<file path="src/rtl/pool_window_ctrl_if.sv">
// Bundle between the 2x2 window sequencer, its input SRAM, the pooling unit and the output buffer.
// master = sequencer side, slave = memory / pooling / output-buffer side.
interface pool_window_ctrl_if #(
    parameter int unsigned ADDR_W = 12,
    parameter int unsigned DATA_W = 32
);
    logic              start;
    logic              busy;
    logic              done;
    logic              mem_rd_en;
    logic [ADDR_W-1:0] mem_rd_addr;
    logic [DATA_W-1:0] mem_rd_data;
    logic              pool_en;
    logic [DATA_W-1:0] pool_data;
    logic [DATA_W-1:0] pool_result;
    logic              wr_en;
    logic [ADDR_W-1:0] wr_addr;
    logic [DATA_W-1:0] wr_data;

    modport master (
        input  start,
        output busy,
        output done,
        output mem_rd_en,
        output mem_rd_addr,
        input  mem_rd_data,
        output pool_en,
        output pool_data,
        input  pool_result,
        output wr_en,
        output wr_addr,
        output wr_data
    );

    modport slave (
        output start,
        input  busy,
        input  done,
        input  mem_rd_en,
        input  mem_rd_addr,
        output mem_rd_data,
        input  pool_en,
        input  pool_data,
        output pool_result,
        input  wr_en,
        input  wr_addr,
        input  wr_data
    );
endinterface

</file>
<file path="src/rtl/pool_window_ctrl.sv">
// Raster-order 2x2 window sequencer feeding the max-pooling unit, 6 cycles per window.
// Optional macro POOL_CTRL_RELU_EN zeroes negative words on their way into the pooling unit.
module pool_window_ctrl #(
    parameter int unsigned IMG_W   = 8,
    parameter int unsigned ADDR_W  = 12,
    parameter int unsigned DATA_W  = 32,
    parameter int unsigned RD_BASE = 0,
    parameter int unsigned WR_BASE = 0
) (
    input  logic                clk,
    input  logic                rst,
    pool_window_ctrl_if.master  bus
);
    localparam int unsigned HALF  = IMG_W / 2;
    localparam int unsigned IDX_W = (HALF > 1) ? $clog2(HALF) : 1;
    localparam int unsigned PH_W  = 3;

    localparam logic [PH_W-1:0]  PH_LAST  = PH_W'(5);
    localparam logic [PH_W-1:0]  PH_RDEND = PH_W'(4);
    localparam logic [IDX_W-1:0] IDX_LAST = IDX_W'(HALF - 1);

    typedef enum logic [1:0] {
        IDLE = 2'd0,
        RUN  = 2'd1,
        DONE = 2'd2
    } state_t;

    state_t            state_q, state_d;
    logic [PH_W-1:0]   phase_q, phase_d;
    logic [IDX_W-1:0]  row_q, row_d;
    logic [IDX_W-1:0]  col_q, col_d;

    logic              rd_en_d;
    logic [ADDR_W-1:0] rd_addr_d;
    logic [ADDR_W-1:0] rd_off;

    logic              in_run;
    logic              load_phase;
    logic              wr_phase;
    logic [DATA_W-1:0] feed_data;

    // State, window indices and the registered strobe/address outputs
    always_ff @(posedge clk or posedge rst) begin
        if (rst) begin
            state_q         <= IDLE;
            phase_q         <= '0;
            row_q           <= '0;
            col_q           <= '0;
            bus.busy        <= 1'b0;
            bus.done        <= 1'b0;
            bus.pool_en     <= 1'b0;
            bus.mem_rd_en   <= 1'b0;
            bus.mem_rd_addr <= '0;
        end else begin
            state_q         <= state_d;
            phase_q         <= phase_d;
            row_q           <= row_d;
            col_q           <= col_d;
            bus.busy        <= (state_d == RUN);
            bus.done        <= (state_d == DONE);
            bus.pool_en     <= (state_d == RUN);
            bus.mem_rd_en   <= rd_en_d;
            bus.mem_rd_addr <= rd_addr_d;
        end
    end

    // Next state plus the read strobe/address decoded from it so they land in the same cycle
    always_comb begin
        state_d   = state_q;
        phase_d   = phase_q;
        row_d     = row_q;
        col_d     = col_q;
        rd_en_d   = 1'b0;
        rd_addr_d = '0;
        rd_off    = '0;

        case (state_q)
            IDLE: begin
                if (bus.start) begin
                    state_d = RUN;
                    phase_d = '0;
                    row_d   = '0;
                    col_d   = '0;
                end
            end
            RUN: begin
                if (phase_q == PH_LAST) begin
                    phase_d = '0;
                    if (row_q == IDX_LAST && col_q == IDX_LAST) begin
                        state_d = DONE;
                        row_d   = '0;
                        col_d   = '0;
                    end else if (col_q == IDX_LAST) begin
                        col_d = '0;
                        row_d = row_q + 1'b1;
                    end else begin
                        col_d = col_q + 1'b1;
                    end
                end else begin
                    phase_d = phase_q + 1'b1;
                end
            end
            DONE: state_d = IDLE;
            default: state_d = IDLE;
        endcase

        case (phase_d)
            PH_W'(1): rd_off = ADDR_W'(1);
            PH_W'(2): rd_off = ADDR_W'(IMG_W);
            PH_W'(3): rd_off = ADDR_W'(IMG_W + 1);
            default:  rd_off = '0;
        endcase

        if (state_d == RUN && phase_d < PH_RDEND) begin
            rd_en_d   = 1'b1;
            rd_addr_d = ADDR_W'(RD_BASE)
                      + ADDR_W'(row_d) * ADDR_W'(2 * IMG_W)
                      + (ADDR_W'(col_d) << 1)
                      + rd_off;
        end
    end

`ifdef POOL_CTRL_RELU_EN
    assign feed_data = bus.mem_rd_data[DATA_W-1] ? '0 : bus.mem_rd_data;
`else
    assign feed_data = bus.mem_rd_data;
`endif

    // SRAM data arrives one cycle after each read, i.e. in phases 1..4
    assign in_run     = (state_q == RUN);
    assign load_phase = in_run && (phase_q != '0) && (phase_q <= PH_RDEND);
    assign wr_phase   = in_run && (phase_q == PH_LAST);

    assign bus.pool_data = load_phase ? feed_data : '0;
    assign bus.wr_en     = wr_phase;
    assign bus.wr_addr   = wr_phase ? (ADDR_W'(WR_BASE)
                                       + ADDR_W'(row_q) * ADDR_W'(HALF)
                                       + ADDR_W'(col_q))
                                    : '0;
    assign bus.wr_data   = wr_phase ? bus.pool_result : '0;
endmodule

</file>
<file path="src/flat_wrapper.sv">
// flat-port wrapper written by rule: the top's interface ports become plain ports
module pool_window_ctrl_flat 
#(
    parameter int unsigned IMG_W   = 8,
    parameter int unsigned ADDR_W  = 12,
    parameter int unsigned DATA_W  = 32,
    parameter int unsigned RD_BASE = 0,
    parameter int unsigned WR_BASE = 0
)
  (clk, rst, bus_start, bus_busy, bus_done, bus_mem_rd_en, bus_mem_rd_addr, bus_mem_rd_data, bus_pool_en, bus_pool_data, bus_pool_result, bus_wr_en, bus_wr_addr, bus_wr_data);
  pool_window_ctrl_if #(.ADDR_W(ADDR_W), .DATA_W(DATA_W)) bus_i ();
  input  logic clk;
  input  logic rst;
  input wire logic [$bits(bus_i.start)-1:0] bus_start;
  output wire logic [$bits(bus_i.busy)-1:0] bus_busy;
  output wire logic [$bits(bus_i.done)-1:0] bus_done;
  output wire logic [$bits(bus_i.mem_rd_en)-1:0] bus_mem_rd_en;
  output wire logic [$bits(bus_i.mem_rd_addr)-1:0] bus_mem_rd_addr;
  input wire logic [$bits(bus_i.mem_rd_data)-1:0] bus_mem_rd_data;
  output wire logic [$bits(bus_i.pool_en)-1:0] bus_pool_en;
  output wire logic [$bits(bus_i.pool_data)-1:0] bus_pool_data;
  input wire logic [$bits(bus_i.pool_result)-1:0] bus_pool_result;
  output wire logic [$bits(bus_i.wr_en)-1:0] bus_wr_en;
  output wire logic [$bits(bus_i.wr_addr)-1:0] bus_wr_addr;
  output wire logic [$bits(bus_i.wr_data)-1:0] bus_wr_data;
  assign bus_i.start = bus_start;
  assign bus_busy = bus_i.busy;
  assign bus_done = bus_i.done;
  assign bus_mem_rd_en = bus_i.mem_rd_en;
  assign bus_mem_rd_addr = bus_i.mem_rd_addr;
  assign bus_i.mem_rd_data = bus_mem_rd_data;
  assign bus_pool_en = bus_i.pool_en;
  assign bus_pool_data = bus_i.pool_data;
  assign bus_i.pool_result = bus_pool_result;
  assign bus_wr_en = bus_i.wr_en;
  assign bus_wr_addr = bus_i.wr_addr;
  assign bus_wr_data = bus_i.wr_data;
  pool_window_ctrl #(.IMG_W(IMG_W), .ADDR_W(ADDR_W), .DATA_W(DATA_W), .RD_BASE(RD_BASE), .WR_BASE(WR_BASE)) u_core (.clk(clk), .rst(rst), .bus(bus_i));
endmodule
</file>
<file path="config.mk">
export PLATFORM = sky130hd
export DESIGN_NAME = pool_window_ctrl_flat
export DESIGN_NICKNAME = d
export VERILOG_FILES = /design/src/rtl/pool_window_ctrl_if.sv /design/src/rtl/pool_window_ctrl.sv /design/src/flat_wrapper.sv
export SDC_FILE = /design/constraint.sdc
export NUM_CORES = 1
export LEC_CHECK = 0
export CAP_MARGIN = 20
export CORE_MARGIN = 10
export CORE_UTILIZATION = 64
export DETAILED_ROUTE_END_ITERATION = 16
export DONT_BUFFER_PORTS = 1
export GPL_ROUTABILITY_DRIVEN = 0
export PLACE_DENSITY = 0.77
export SLEW_MARGIN = 5
export SYNTH_ARGS = -nofsm -noshare
export SYNTH_HDL_FRONTEND = slang
export SYNTH_SLANG_ARGS = --single-unit
</file>
<file path="constraint.sdc">
create_clock -name clk -period 3.6 [get_ports clk]
set_input_delay 0 -clock clk [delete_from_list [all_inputs] [get_ports clk]]
set_output_delay 0 -clock clk [all_outputs]
set_load 0.02 [all_outputs]
</file>
== Word level (Yosys, flattened, before mapping) ==
Cells that the tools add are included.
Operators by class
  add/subtract/negate cells: 6
  order comparisons: 2
  eq/ne operators: 9
  muxes and demuxes: 23
  reductions and logical operators: 7
Operators with widths (count)
  32-bit 2-to-1 mux: 2
  12-bit 2-to-1 mux: 2
  2-bit 2-to-1 mux: 11
  12-bit by 4-bit adder with 12-bit output: 1
  2-bit case mux with 2 select lines: 3
  4-bit case mux with 3 select lines: 1
  6-bit by 3-bit adder with 7-bit output: 1
  2-bit == test (second input constant): 3
  3-bit by 2-bit == test with 1-bit output (second input constant): 2
  3-bit 2-to-1 mux: 2
  3-bit case mux with 2 select lines: 1
  4-bit by 2-bit adder with 5-bit output: 1
  1-bit logical AND: 5
  2-bit by 1-bit adder with 2-bit output (second input constant): 2
  2-bit by 1-bit == test with 1-bit output (second input constant): 2
  3-bit by 1-bit adder with 3-bit output (second input constant): 1
  3-bit by 1-bit == test with 1-bit output (second input constant): 1
  3-bit == test (second input constant): 1
  3-bit less-or-equal comparator (second input constant): 1
  3-bit < comparator (second input constant): 1
  3-bit nonzero test: 1
  2-bit logical NOT: 1
  1-bit 2-to-1 mux: 1
Storage, ports and cells
  bits in registers: 24
  input bits: 67
  output and inout port bits: 93
  logic and storage cells: 55

== Depth between registers and ports, before layout ==
Gate-level depths: netlist of run 1.
  depth in word-level cells: 8
  depth in mapped cells: 5
  mapped depth without buffers: 5

== Worst setup path before layout of run 1 ==
OpenSTA, ideal clock, no wires.
  kind: register to register
  start: register u_core.col_q[0]
  end: register u_core.bus.mem_rd_addr[2]
  setup time: 140 ps
  data arrival time: 1295 ps
  data required time: 3460 ps
  path slack: 2165 ps
  stages on the path, launching flop included: 6
  path buffers: 0
  period minus slack after synthesis: 1435 ps
  cell sequence: dfrtp_1 > ha_1 > nand2_1 > o21ba_1 > o211ai_2 > nor3_1
On the way
  cells in the longest elaborated chain, start to end: 8
  elaborated cells on any way between the ends: 16
  those cells by class: 3 x add/sub; 2 x eq/ne; 9 x mux; 2 x reduce/logical
Ends and longest elaborated chain
  from (decl): line pool_window_ctrl.sv:31  | logic [IDX_W-1:0] col_q, col_d;
  from (signal assigned): line pool_window_ctrl.sv:58  | col_q <= col_d;
  2-bit by 1-bit adder with 2-bit output / 2-bit == test (equally long branches): line pool_window_ctrl.sv:97, pool_window_ctrl.sv:89, pool_window_ctrl.sv:93
  2-bit 2-to-1 mux / 1-bit logical AND (equally long branches): line pool_window_ctrl.sv:93, pool_window_ctrl.sv:89
  2-bit 2-to-1 mux: line pool_window_ctrl.sv:89  | if (row_q == IDX_LAST && col_q == IDX_LAST) begin
  2-bit 2-to-1 mux: line pool_window_ctrl.sv:87  | if (phase_q == PH_LAST) begin
  2-bit case mux with 2 select lines: line pool_window_ctrl.sv:77  | case (state_q)
  6-bit by 3-bit adder with 7-bit output / 2-bit by 1-bit == test with 1-bit output (equally long branches): line pool_window_ctrl.sv:118, pool_window_ctrl.sv:114
  12-bit by 4-bit adder with 12-bit output / 1-bit logical AND (equally long branches): line pool_window_ctrl.sv:119, pool_window_ctrl.sv:114
  12-bit 2-to-1 mux (*): line pool_window_ctrl.sv:114  | if (state_d == RUN && phase_d < PH_RDEND) begin
  net u_core.rd_addr_d[2]: line pool_window_ctrl.sv:34  | logic [ADDR_W-1:0] rd_addr_d;
  to (signal assigned): line pool_window_ctrl.sv:63  | bus.mem_rd_addr <= rd_addr_d;
  to (decl): line pool_window_ctrl_if.sv:25  | output mem_rd_addr,
The timed path passes the listed nets; every way through them passes the cells marked *.

== Worst setup path after layout of run 1 ==
  start: register u_core.state_q[0]
  end: output bus_pool_data[16]
On the way
  cells in the longest elaborated chain, start to end: 4
Ends and longest elaborated chain
  from (decl): line pool_window_ctrl.sv:28  | state_t state_q, state_d;
  from (signal assigned): line pool_window_ctrl.sv:55  | state_q <= state_d;
  2-bit by 1-bit == test with 1-bit output: line pool_window_ctrl.sv:130  | assign in_run = (state_q == RUN);
  1-bit logical AND (2 in a row): line pool_window_ctrl.sv:131  | assign load_phase = in_run && (phase_q != '0) && (phase_q <= PH_RDEND);
  32-bit 2-to-1 mux: line pool_window_ctrl.sv:134  | assign bus.pool_data = load_phase ? feed_data : '0;
  to (decl): line flat_wrapper.sv:21  | output wire logic [$bits(bus_i.pool_data)-1:0] bus_pool_data;
No other way between the ends.

==> qor.yml, run 1 <==
cp_cell_sequence: "nand2b_2, nor2_1, buf_6, and2_1"
worst_slew_pin_slew_ps: 1010
internal_power_contribution_uw: 490
die_width_microns: 67.1
ant_cells: 0
cell_at_the_slowest_stage_of_the_critical_path: "sky130_fd_sc_hd__dfrtp_1"
final_period_minus_worst_setup_slack_ps: 2240
cts_post_setup_buffers_inserted: 0
std_cell_rows: 17
use_met2_pct: 36.3
setup_viol_count_final: 0
grt_use_met1_pct: 21.1
post-layout-total-power_uw: 1160
avgRoutedWirePerCell_microns: 25.8
synth_edf_count: 0
power.switching_fraction_pct: 57.8
rsz0062_at_grt: "false"
final.setup.tns_ps: 0
grt_pass1_wl_microns: 7080
hold_viol_final: 0
powerDensity_mw_per_mm2: 843
final_util_pct: 63.4
ctsHoldBuffers: 1
criticalPathCategory: "flip-flop to output port"
die-height_microns: 67.1
tritoncts: "done"
postSynthAreaPerCell_sq_um: 8.62
top_usage_layer: "met2"
num-nets-final: 226
yosysWarningCount: 0
yosysUniqueCellTypes: 38
syn-cell-area_sq_mm: 0.00142
share_comb_of_total_power_pct: 61.1
final_layout_size_suffix_gt1_share_pct: 9.03
groute.usage.overall_pct: 20.3
clock_sinks: 18
post-route-period-util_pct: 62.4
flop_and_latch_count_out_of_synthesis: 18
grt_start_max_net_pins: 46
seq_power_share_pct: 30.6
synth_seq_area_share_pct: 31.7
dieArea_sq_mm: 0.00451
grt_util_met3_pct: 9.75
start_util_pct: 65.6
max_clock_freq_ghz: 0.445
vdd_drop_max_mv: 0.666
viasPerCell: 5.96
final_hpwl_from_detailed_placement_microns: 4050
insertion_delay_ps: 290
synthesis.instances: 165
fin_worst_hold_slack_ps: 16.8
global_route.overflow_total: 0
drt_iter0_markers: 65
io_buffers: 0
setup.worst_path.start_class: "flip-flop"
firstDrtPassIters: 4
min_path_cells: 3
finalMaxSlewViolations: 0
finClkSkew_ps: 2.67
cts.clk_slew.worst_paths_ps: 100
grt_pass1_vias: 1201
numCtsBuffers: 3
synthToLayoutAreaGrowth_pct: -3.34
clock_tree.htree_level_count: 1
vias_after_detailed_routing: 1090
synth_flop_cell: "sky130_fd_sc_hd__dfrtp_1"
critical_path_peak_fanout: 45
boundaryPins: 160
remaining_drc_errors: 0
pwr-share-clk_pct: 8.4
crit_path_max_incr_delay_ps: 1020
cts.root.buffer_cell: "sky130_fd_sc_hd__clkbuf_4"
core_area_sq_mm: 0.00217
synth_most_common_cell: "sky130_fd_sc_hd__and3_1"
cellLeakagePower_uw: 0.000771
postSynth.asyncResetShare_pct: 100
post_synth_main_area_contributors: "sky130_fd_sc_hd__dfrtp_1, sky130_fd_sc_hd__and3_1, sky130_fd_sc_hd__and2_1"
synthDominantCellAreaShare_pct: 31.7
synth_commonest_cells: "sky130_fd_sc_hd__and3_1, sky130_fd_sc_hd__and2_1, sky130_fd_sc_hd__dfrtp_1"
hp-class: "input port to flip-flop"
slew-limit-headroom_pct: 32.6
antenna_violations_before_repair: 0
required_ps: 3600
detail-route-antenna-nets: 0
rr_worst_depth: 4
cts_resized: 0
route.final.wire_length_microns: 4730
biggest_area_consumer_among_synthesized_cells: "sky130_fd_sc_hd__dfrtp_1"
cts.path.max_buffers: 2
worstPathArrival_ps: 2240
max_cap_viol_count: 0
end_kind: "output port"
power_switching_uw: 670
status: "complete, no violations"
-- cell usage in the layout, fill, tap and decap left out, types with 2 or more instances in the layout --
cell                       Yosys  layout
sky130_fd_sc_hd__and2_1       32      32
sky130_fd_sc_hd__and3_1       36      36
sky130_fd_sc_hd__and3_2        2       2
sky130_fd_sc_hd__and4bb_1      2       2
sky130_fd_sc_hd__clkbuf_4      0       3
sky130_fd_sc_hd__conb_1        1      14
sky130_fd_sc_hd__dfrtp_1      18      18
sky130_fd_sc_hd__ha_1          2       2
sky130_fd_sc_hd__inv_1         4       4
sky130_fd_sc_hd__nand2_1       6       6
sky130_fd_sc_hd__nor2_1        4       4
sky130_fd_sc_hd__nor2b_1       4       4
sky130_fd_sc_hd__nor2b_4       2       2
sky130_fd_sc_hd__nor3_1        2       2
sky130_fd_sc_hd__o21ai_0       2       2
sky130_fd_sc_hd__or2_1         2       2
-- registers in the layout, summed over array words and instances, names as in the netlist --
signal                  flops
u_core.phase_q              3
u_core.state_q              2
u_core.bus.mem_rd_addr      6
u_core.bus.mem_rd_en        1
u_core.bus.pool_en          1
u_core.bus.done             1
u_core.col_q                2
u_core.row_q                2
-- critical path, delay by kind of cell, from the launching register on --
family | cells | cell delay, ps
DFF | 1 | 1020
and+or+nand+nor | 3 | 720
buffers and inverters | 1 | 210
-- power groups by stage --
stage          Sequential, uW  Clock (uW)  Combinational (uW)
2_1_floorplan             333           0                 645
3_3_place_gp              355           0                 680
3_5_place_dp              360           0                 689
4_1_cts                   355        98.8                 693
5_1_grt                   366         112                 772
6_report                  354        97.2                 708
-- final timing paths --
kind	from	end	slack (ps)
min in group asynchronous	rst	u_core.col_q[0]$_DFF_PP0_	240
hold / removal	bus_start	u_core.phase_q[1]$_DFF_PP0_	20
hold reg to reg	u_core.row_q[0]$_DFF_PP0_	u_core.row_q[0]$_DFF_PP0_	590
setup reg to reg	u_core.state_q[1]$_DFF_PP0_	u_core.bus.mem_rd_addr[2]$_DFF_PP0_	1370
max in group asynchronous	rst	u_core.col_q[1]$_DFF_PP0_	2930
setup / recovery	u_core.state_q[0]$_DFF_PP0_	bus_pool_data[16]	1360
-- cells by family after synthesis --
group	synth area share, %
xor+xnor	0.616
simple gates	43.9
buf+inv	13.4
compound gates	6.95
mux	1.50
other cells	0.264
fa+ha+maj	1.76
flops	31.7
-- layer usage --
| layer | up-vias | routed length [microns] |
|---|---|---|
| met3 | 7 | 674 |
| met4 | 0 | 46 |
| met2 | 95 | 2410 |
| met1 | 482 | 1600 |
| met5 | - | 0 |
| li1 | 506 | - |
-- area by class of cell --
class                           count  area, sq um
Fill cell                         178          795
Inverter                            4         15.0
Timing Repair Buffer                2         21.3
Tap cell                           28         35.0
Sequential cell                    18          450
Multi-Input combinational cell    128          831
Clock buffer                        3         22.5
-- metrics by stage --
step / area, sq um / worst slack [ps] / instances
after floorplan: 1470 / 2170 / 178
after global placement: 1330 / 1410 / 178
after detailed placement: 1330 / 1210 / 178
after CTS: 1360 / 879 / 182
after global routing: 1380 / 1010 / 183
final: 1380 / 1360 / 183
(Power assumes the default switching activity.)
==> inputs of run 2 (changes only) <==
ABC_AREA = 1   (was not set)
CORE_UTILIZATION = 63   (was 64)
PLACE_DENSITY = 0.76   (was 0.77)
clock period = 2.3 ns   (was 3.6 ns; I/O delays follow)
==> qor.yml, run 2 <==
status: "complete, no violations"
start_util_pct: 67.9  # +2.3 points
tritoncts: "done"
registers.top_by_ff_count: "u_core.bus.mem_rd_addr"
clock_tree.htree_level_count: 1  # unchanged
detail-route-antenna-nets: 0  # unchanged
largest_reg_flops: 6  # unchanged
boundaryPins: 160  # unchanged
die_width_microns: 69.5  # +3.5%
insertion_delay_ps: 280  # about the same
die-height_microns: 69.5  # +3.5%
required_ps: 2300  # -1300 ps
clock_sinks: 18  # unchanged
synthesis.instances: 257  # +56%
synth_most_common_cell: "sky130_fd_sc_hd__inv_1"
post-route-worst-setup-slack_ps: 480  # -876 ps
route.final.wire_length_microns: 4830  # +2.2%
setup_viol_count_final: 0  # unchanged
syn-cell-area_sq_mm: 0.00155  # +8.6%
finalMaxSlewViolations: 0  # unchanged
worst_slew_pin_slew_ps: 651  # -360 ps
core_area_sq_mm: 0.00228  # +4.9%
worstPathArrival_ps: 1820  # -420 ps
end_kind: "output port"
synth_edf_count: 0  # unchanged
most-common-layout-cells: "sky130_fd_sc_hd__inv_1, sky130_fd_sc_hd__nor2_1, sky130_fd_sc_hd__nand2_1"
hold_viol_final: 0  # unchanged
grt_pass1_wl_microns: 7510  # +6.1%
hp-class: "input port to flip-flop"
final_period_minus_worst_setup_slack_ps: 1820
n_fill_cell: 203  # +14%
final_layout_size_suffix_gt1_share_pct: 6.67  # -2.4 points
vdd_drop_max_mv: 0.376  # -44%
design_area_sq_mm: 0.00151  # +9.6%
groute.usage.overall_pct: 18.5  # -1.8 points
final_hpwl_from_detailed_placement_microns: 4230  # +4.6%
firstDrtPassIters: 4  # unchanged
ant_cells: 0  # unchanged
numCtsBuffers: 3  # unchanged
cp_cell_sequence: "inv_2, nand2_2, nor2_4, inv_4, nor2_1"
cell_at_the_slowest_stage_of_the_critical_path: "sky130_fd_sc_hd__dfrtp_1"
yosysWarningCount: 0  # unchanged
viasPerCell: 4.60  # -23%
max_clock_freq_ghz: 0.549
dieArea_sq_mm: 0.00483  # +7.2%
setup.worst_path.start_class: "flip-flop"
synthDominantCellAreaShare_pct: 29.1  # -2.5 points
synth_seq_area_share_pct: 29.1  # -2.5 points
synth_commonest_cells: "sky130_fd_sc_hd__inv_1, sky130_fd_sc_hd__nor2_1, sky130_fd_sc_hd__nand2_1"
biggest_area_consumer_among_synthesized_cells: "sky130_fd_sc_hd__dfrtp_1"
vias_after_detailed_routing: 1302  # +19%
flop_and_latch_count_out_of_synthesis: 18  # unchanged
dp_slack_ps: 626  # -581 ps
finClkSkew_ps: 6.45  # +3.78 ps
drt_iter0_markers: 40  # -38%
finalNonFillerCells: 283  # +55%
slew-limit-headroom_pct: 56.5  # +24 points
layout.cells.most_common: "sky130_fd_sc_hd__inv_1"
num-nets-final: 326  # +44%
cts.clk_slew.worst_paths_ps: 90  # about the same
critical_path.n_buffers_inverters: 2  # +1
post_synth_main_area_contributors: "sky130_fd_sc_hd__dfrtp_1, sky130_fd_sc_hd__inv_1, sky130_fd_sc_hd__nor2_1"
final_util_pct: 66.2  # +2.8 points
io_buffers: 0  # unchanged
grt_start_max_net_pins: 37  # -20%
post-route-period-util_pct: 79.1
avgRoutedWirePerCell_microns: 17.1  # -34%
yosysUniqueCellTypes: 23  # -39%
post_dp_cell_area_sq_mm: 0.00145  # +8.8%
cts.root.buffer_cell: "sky130_fd_sc_hd__clkbuf_4"
powerDensity_mw_per_mm2: 380  # -55%
std_cell_rows: 17  # unchanged
synthToLayoutAreaGrowth_pct: -2.51
final.setup.tns_ps: 0  # unchanged
largest_registers: "u_core.bus.mem_rd_addr: 6 flops, u_core.phase_q: 3 flops"
cts_resized: 0  # unchanged
postSynthAreaPerCell_sq_um: 6.01  # -30%
cellLeakagePower_uw: 0.00103  # +33%
max_cap_viol_count: 0  # unchanged
global_route.overflow_total: 0  # unchanged
critPathTopFamily: "simple AND/OR/NAND/NOR gates"
remaining_drc_errors: 0  # unchanged
grt_pass1_vias: 1357  # +13%
antenna_violations_before_repair: 0  # unchanged
placed_cells: 277  # +56%
rsz0062_at_grt: "false"
synth_flop_cell: "sky130_fd_sc_hd__dfrtp_1"
crit_path_max_incr_delay_ps: 440  # -580 ps
postSynth.asyncResetShare_pct: 100  # unchanged
criticalPathCategory: "flip-flop to output port"
critical_path_peak_fanout: 36  # -20%
cts.path.max_buffers: 2  # unchanged
==> run 2: cell types whose count changed after synthesis, moves of 3 or more <==
| cell | previous run | this run |
|---|---|---|
| sky130_fd_sc_hd__and2_1 | 32 | 0 |
| sky130_fd_sc_hd__and3_1 | 36 | 0 |
| sky130_fd_sc_hd__buf_6 | 1 | 6 |
| sky130_fd_sc_hd__clkbuf_1 | 7 | 0 |
| sky130_fd_sc_hd__clkbuf_2 | 3 | 0 |
| sky130_fd_sc_hd__inv_1 | 4 | 83 |
| sky130_fd_sc_hd__nand2_1 | 6 | 24 |
| sky130_fd_sc_hd__nand3_1 | 0 | 6 |
| sky130_fd_sc_hd__nor2_1 | 4 | 80 |
| sky130_fd_sc_hd__nor2b_1 | 4 | 0 |
==> run 2: cell families (layout without fill, tap and decap cells) <==
family | Yosys count | after routing | synth area share (%)
other | 1 | 14 | 0.243
DFF | 18 | 18 | 29.1
adders and majority gates | 2 | 2 | 1.62
and+or+nand+nor | 120 | 120 | 32.4
AOI/OAI and AO/OA | 9 | 9 | 3.89
buffers and inverters | 107 | 92 | 32.7
==> run 2: metrics by stage <==
step,hold WS (ps),power [uW]
2_1_floorplan,-61.4,439
3_3_place_gp,12.3,430
3_5_place_dp,15.1,431
4_1_cts,25.5,575
5_1_grt,45.7,606
6_report,26.6,572
==> run 2: area by class of cell <==
cell class                      count  area, sq um  area share [%]
Sequential cell                    18          450            29.9
Clock buffer                        3         22.5            1.50
Multi-Input combinational cell    145          638            42.4
Tap cell                           28         35.0            2.33
Timing Repair Buffer                3         35.0            2.33
Inverter                           86          325            21.6
==> run 2: path summary, 6_finish.rpt <==
| kind | slack [ps] | end | cells after the start | from |
|---|---|---|---|---|
| worst max register to register | 990 | u_core.bus.mem_rd_addr[0]$_DFF_PP0_ | 6 | u_core.col_q[0]$_DFF_PP0_ |
| worst min-delay path | 30 | u_core.col_q[0]$_DFF_PP0_ | 5 | bus_start |
| worst max-delay path | 480 | bus_wr_data[23] | 5 | u_core.state_q[1]$_DFF_PP0_ |
| max in group asynchronous | 1630 | u_core.bus.mem_rd_addr[3]$_DFF_PP0_ | 2 | rst |
| worst min register to register | 610 | u_core.phase_q[1]$_DFF_PP0_ | 2 | u_core.phase_q[1]$_DFF_PP0_ |
| min in group asynchronous | 250 | u_core.bus.done$_DFF_PP0_ | 2 | rst |
==> run 2: where the power goes <==
part | internal (uW) | leakage, uW | switching (uW)
Sequential | 316 | 0.000198 | 0
Combinational | 19.5 | 0.000816 | 92.8
Clock | 60.8 | 0.0000138 | 82.9
Total | 396 | 0.00103 | 176
==> run 2: per-layer routing <==
metal / GRT usage, % / share of wire [%] / vias to the layer above
li1: - / - / 680
met1: 17.9 / 35 / 546
met2: 36.2 / 54 / 72
met3: 6.85 / 11 / 4
met4: 3.33 / 0.46 / 0
met5: 0 / 0 / -
==> run 2: what timing repair did <==
item,4_1_cts,5_1_grt
hold endpoints to repair,22,0
hold buffers,2,0
setup buffers,0,0
==> run 2: tightest hold or removal path, delay by kind of cell <==
family | cells | cell delay, ps
buffers and inverters | 2 | 80
AOI/OAI and AO/OA | 1 | 60
and+or+nand+nor | 2 | 140
==> inputs of run 3 (changes only) <==
clock period = 1.9 ns   (was 2.3 ns; I/O delays follow)
==> qor.yml, run 3 (synthesized netlist as in run 2, its figures left out) <==
status: "complete, no violations"
post-route-period-util_pct: 97.2
share_comb_of_total_power_pct: 19.9  # +0.3 points
largest_registers: "u_core.bus.mem_rd_addr: 6 flops, u_core.phase_q: 3 flops"
critPathTopFamily: "simple AND/OR/NAND/NOR gates"
min_path_cells: 5  # unchanged
cts.clk_slew.worst_paths_ps: 90  # about the same
finalMaxSlewViolations: 0  # unchanged
num-nets-final: 326  # unchanged
pwr-share-clk_pct: 25.7  # +0.6 points
rsz0062_at_grt: "true"
slew-limit-headroom_pct: 51.3  # -5.2 points
power.switching_fraction_pct: 31.5  # +0.75 points
vias_after_detailed_routing: 1346  # +3.4%
dp_slack_ps: 227  # -399 ps
global_route.overflow_total: 0  # unchanged
power_switching_uw: 221  # +26%
final.setup.tns_ps: 0  # unchanged
dieArea_sq_mm: 0.00483  # unchanged
final_period_minus_worst_setup_slack_ps: 1850
setup.worst_path.start_class: "flip-flop"
fin_worst_hold_slack_ps: 10.1  # -16.5 ps
grt_pass1_vias: 1363  # +0.44%
internal_power_contribution_uw: 482  # +22%
vdd_drop_max_mv: 0.491  # +31%
cellLeakagePower_uw: 0.00103  # about the same
critical_path.n_buffers_inverters: 1  # -1
cts.root.buffer_cell: "sky130_fd_sc_hd__clkbuf_4"
design_area_sq_mm: 0.00153  # +1.2%
most-common-layout-cells: "sky130_fd_sc_hd__inv_1, sky130_fd_sc_hd__nor2_1, sky130_fd_sc_hd__nand2_1"
insertion_delay_ps: 300  # +20 ps
end_kind: "output port"
hold_path_start: "bus_start"
startpoint: "u_core.state_q[1]$_DFF_PP0_"
antenna_violations_before_repair: 0  # unchanged
critical_path_peak_fanout: 16  # -56%
detail-route-antenna-nets: 0  # unchanged
worstPathArrival_ps: 1850  # +30 ps
cell_at_the_slowest_stage_of_the_critical_path: "sky130_fd_sc_hd__dfrtp_1"
ant_cells: 0  # unchanged
boundaryPins: 160  # unchanged
crit_path_max_incr_delay_ps: 450  # about the same
tritoncts: "done"
drt_iter0_markers: 37  # -7.5%
grt_start_max_net_pins: 37  # unchanged
largest_reg_flops: 6  # unchanged
core_area_sq_mm: 0.00228  # unchanged
start_util_pct: 67.9  # unchanged
groute.usage.overall_pct: 19.1  # +0.58 points
criticalPathCategory: "flip-flop to output port"
setup_viol_count_final: 0  # unchanged
synthToLayoutAreaGrowth_pct: -1.30
grt_pass1_wl_microns: 7700  # +2.5%
worst_slew_pin_slew_ps: 730  # +78.4 ps
reg2reg_from: "u_core.col_q[0]$_DFF_PP0_"
numCtsBuffers: 3  # unchanged
cts.path.max_buffers: 2  # unchanged
setup.reg_to_reg.worst_slack_ps: 550  # -440 ps
hold_viol_final: 0  # unchanged
route.final.wire_length_microns: 5000  # +3.4%
clock_sinks: 18  # unchanged
cp_cell_sequence: "inv_2, nand2_2, a21oi_2, o21ai_2, nor2_1"
max_cap_viol_count: 0  # unchanged
post-route-worst-setup-slack_ps: 52.9  # -427 ps
clock_tree.htree_level_count: 1  # unchanged
powerDensity_mw_per_mm2: 461  # +21%
io_buffers: 0  # unchanged
final_layout_size_suffix_gt1_share_pct: 9.41  # +2.7 points
remaining_drc_errors: 0  # unchanged
std_cell_rows: 17  # unchanged
crit_cells: 5  # unchanged
registers.top_by_ff_count: "u_core.bus.mem_rd_addr"
finClkSkew_ps: 7.12  # +0.667 ps
firstDrtPassIters: 4  # unchanged
final_hpwl_from_detailed_placement_microns: 4190  # -1.0%
required_ps: 1900  # -400 ps
die_width_microns: 69.5  # unchanged
final_util_pct: 67.0  # +0.82 points
hp-class: "input port to flip-flop"
avgRoutedWirePerCell_microns: 17.7  # +3.4%
max_clock_freq_ghz: 0.541
viasPerCell: 4.76  # +3.4%
die-height_microns: 69.5  # unchanged
rr_worst_depth: 6  # unchanged
post_dp_cell_area_sq_mm: 0.00145  # unchanged
layout.cells.most_common: "sky130_fd_sc_hd__inv_1"
seq_power_share_pct: 54.4  # -0.9 points
[run 3: cell types whose count changed in the layout (fill, tap and decap cells not counted), sizes merged]
cell and change:
o21ai +1, buf -1
[run 3: repair_timing]
action / in CTS / in global routing
hold buffers: 2 / 0
gates resized for setup: 1 / 7
endpoints found under the setup margin: 32 / 65
setup buffers: 0 / 0
cloned: 0 / 1
pin swaps: 0 / 1
hold endpoints to repair: 23 / 0
[run 3: layout make-up]
class | count | area [sq um]
clock buffer | 3 | 22.5
fill | 215 | 751
inverter | 86 | 325
timing repair buffer | 2 | 20.0
tap | 28 | 35.0
multi-input combinational | 146 | 672
sequential | 18 | 450
[run 3: routing by layer]
metal  GRT usage [%]  wire length [microns]  up-vias
met5               0                      0        -
met4            5.32                     52        0
met3            7.70                    521        5
met2            36.0                   2710       78
met1            18.5                   1720      580
li1                -                      -      683
[run 3: tightest hold or removal path, delay by kind of cell]
kind            cells  cell delay (ps)
compound gates      1               60
buf+inv             2               80
simple gates        2              140
[run 3: final timing paths]
kind,endpoint
max,bus_pool_data[29]
min,u_core.col_q[0]$_DFF_PP0_
max reg2reg,u_core.bus.mem_rd_addr[0]$_DFF_PP0_
min reg2reg,u_core.row_q[0]$_DFF_PP0_
max in group asynchronous,u_core.row_q[1]$_DFF_PP0_
min in group asynchronous,u_core.phase_q[2]$_DFF_PP0_
[run 3: metrics by stage]
step | instances | total power (uW)
final | 283 | 703
after global routing | 283 | 743
after CTS | 282 | 702
after detailed placement | 277 | 521
after global placement | 277 | 521
after floorplan | 270 | 531
[run 3: power by group through the flow]
stage	Clock, uW	Sequential (uW)	Combinational [uW]
2_1_floorplan	0	390	141
3_3_place_gp	0	390	130
3_5_place_dp	0	390	131
4_1_cts	185	383	135
5_1_grt	206	383	154
6_report	181	383	140
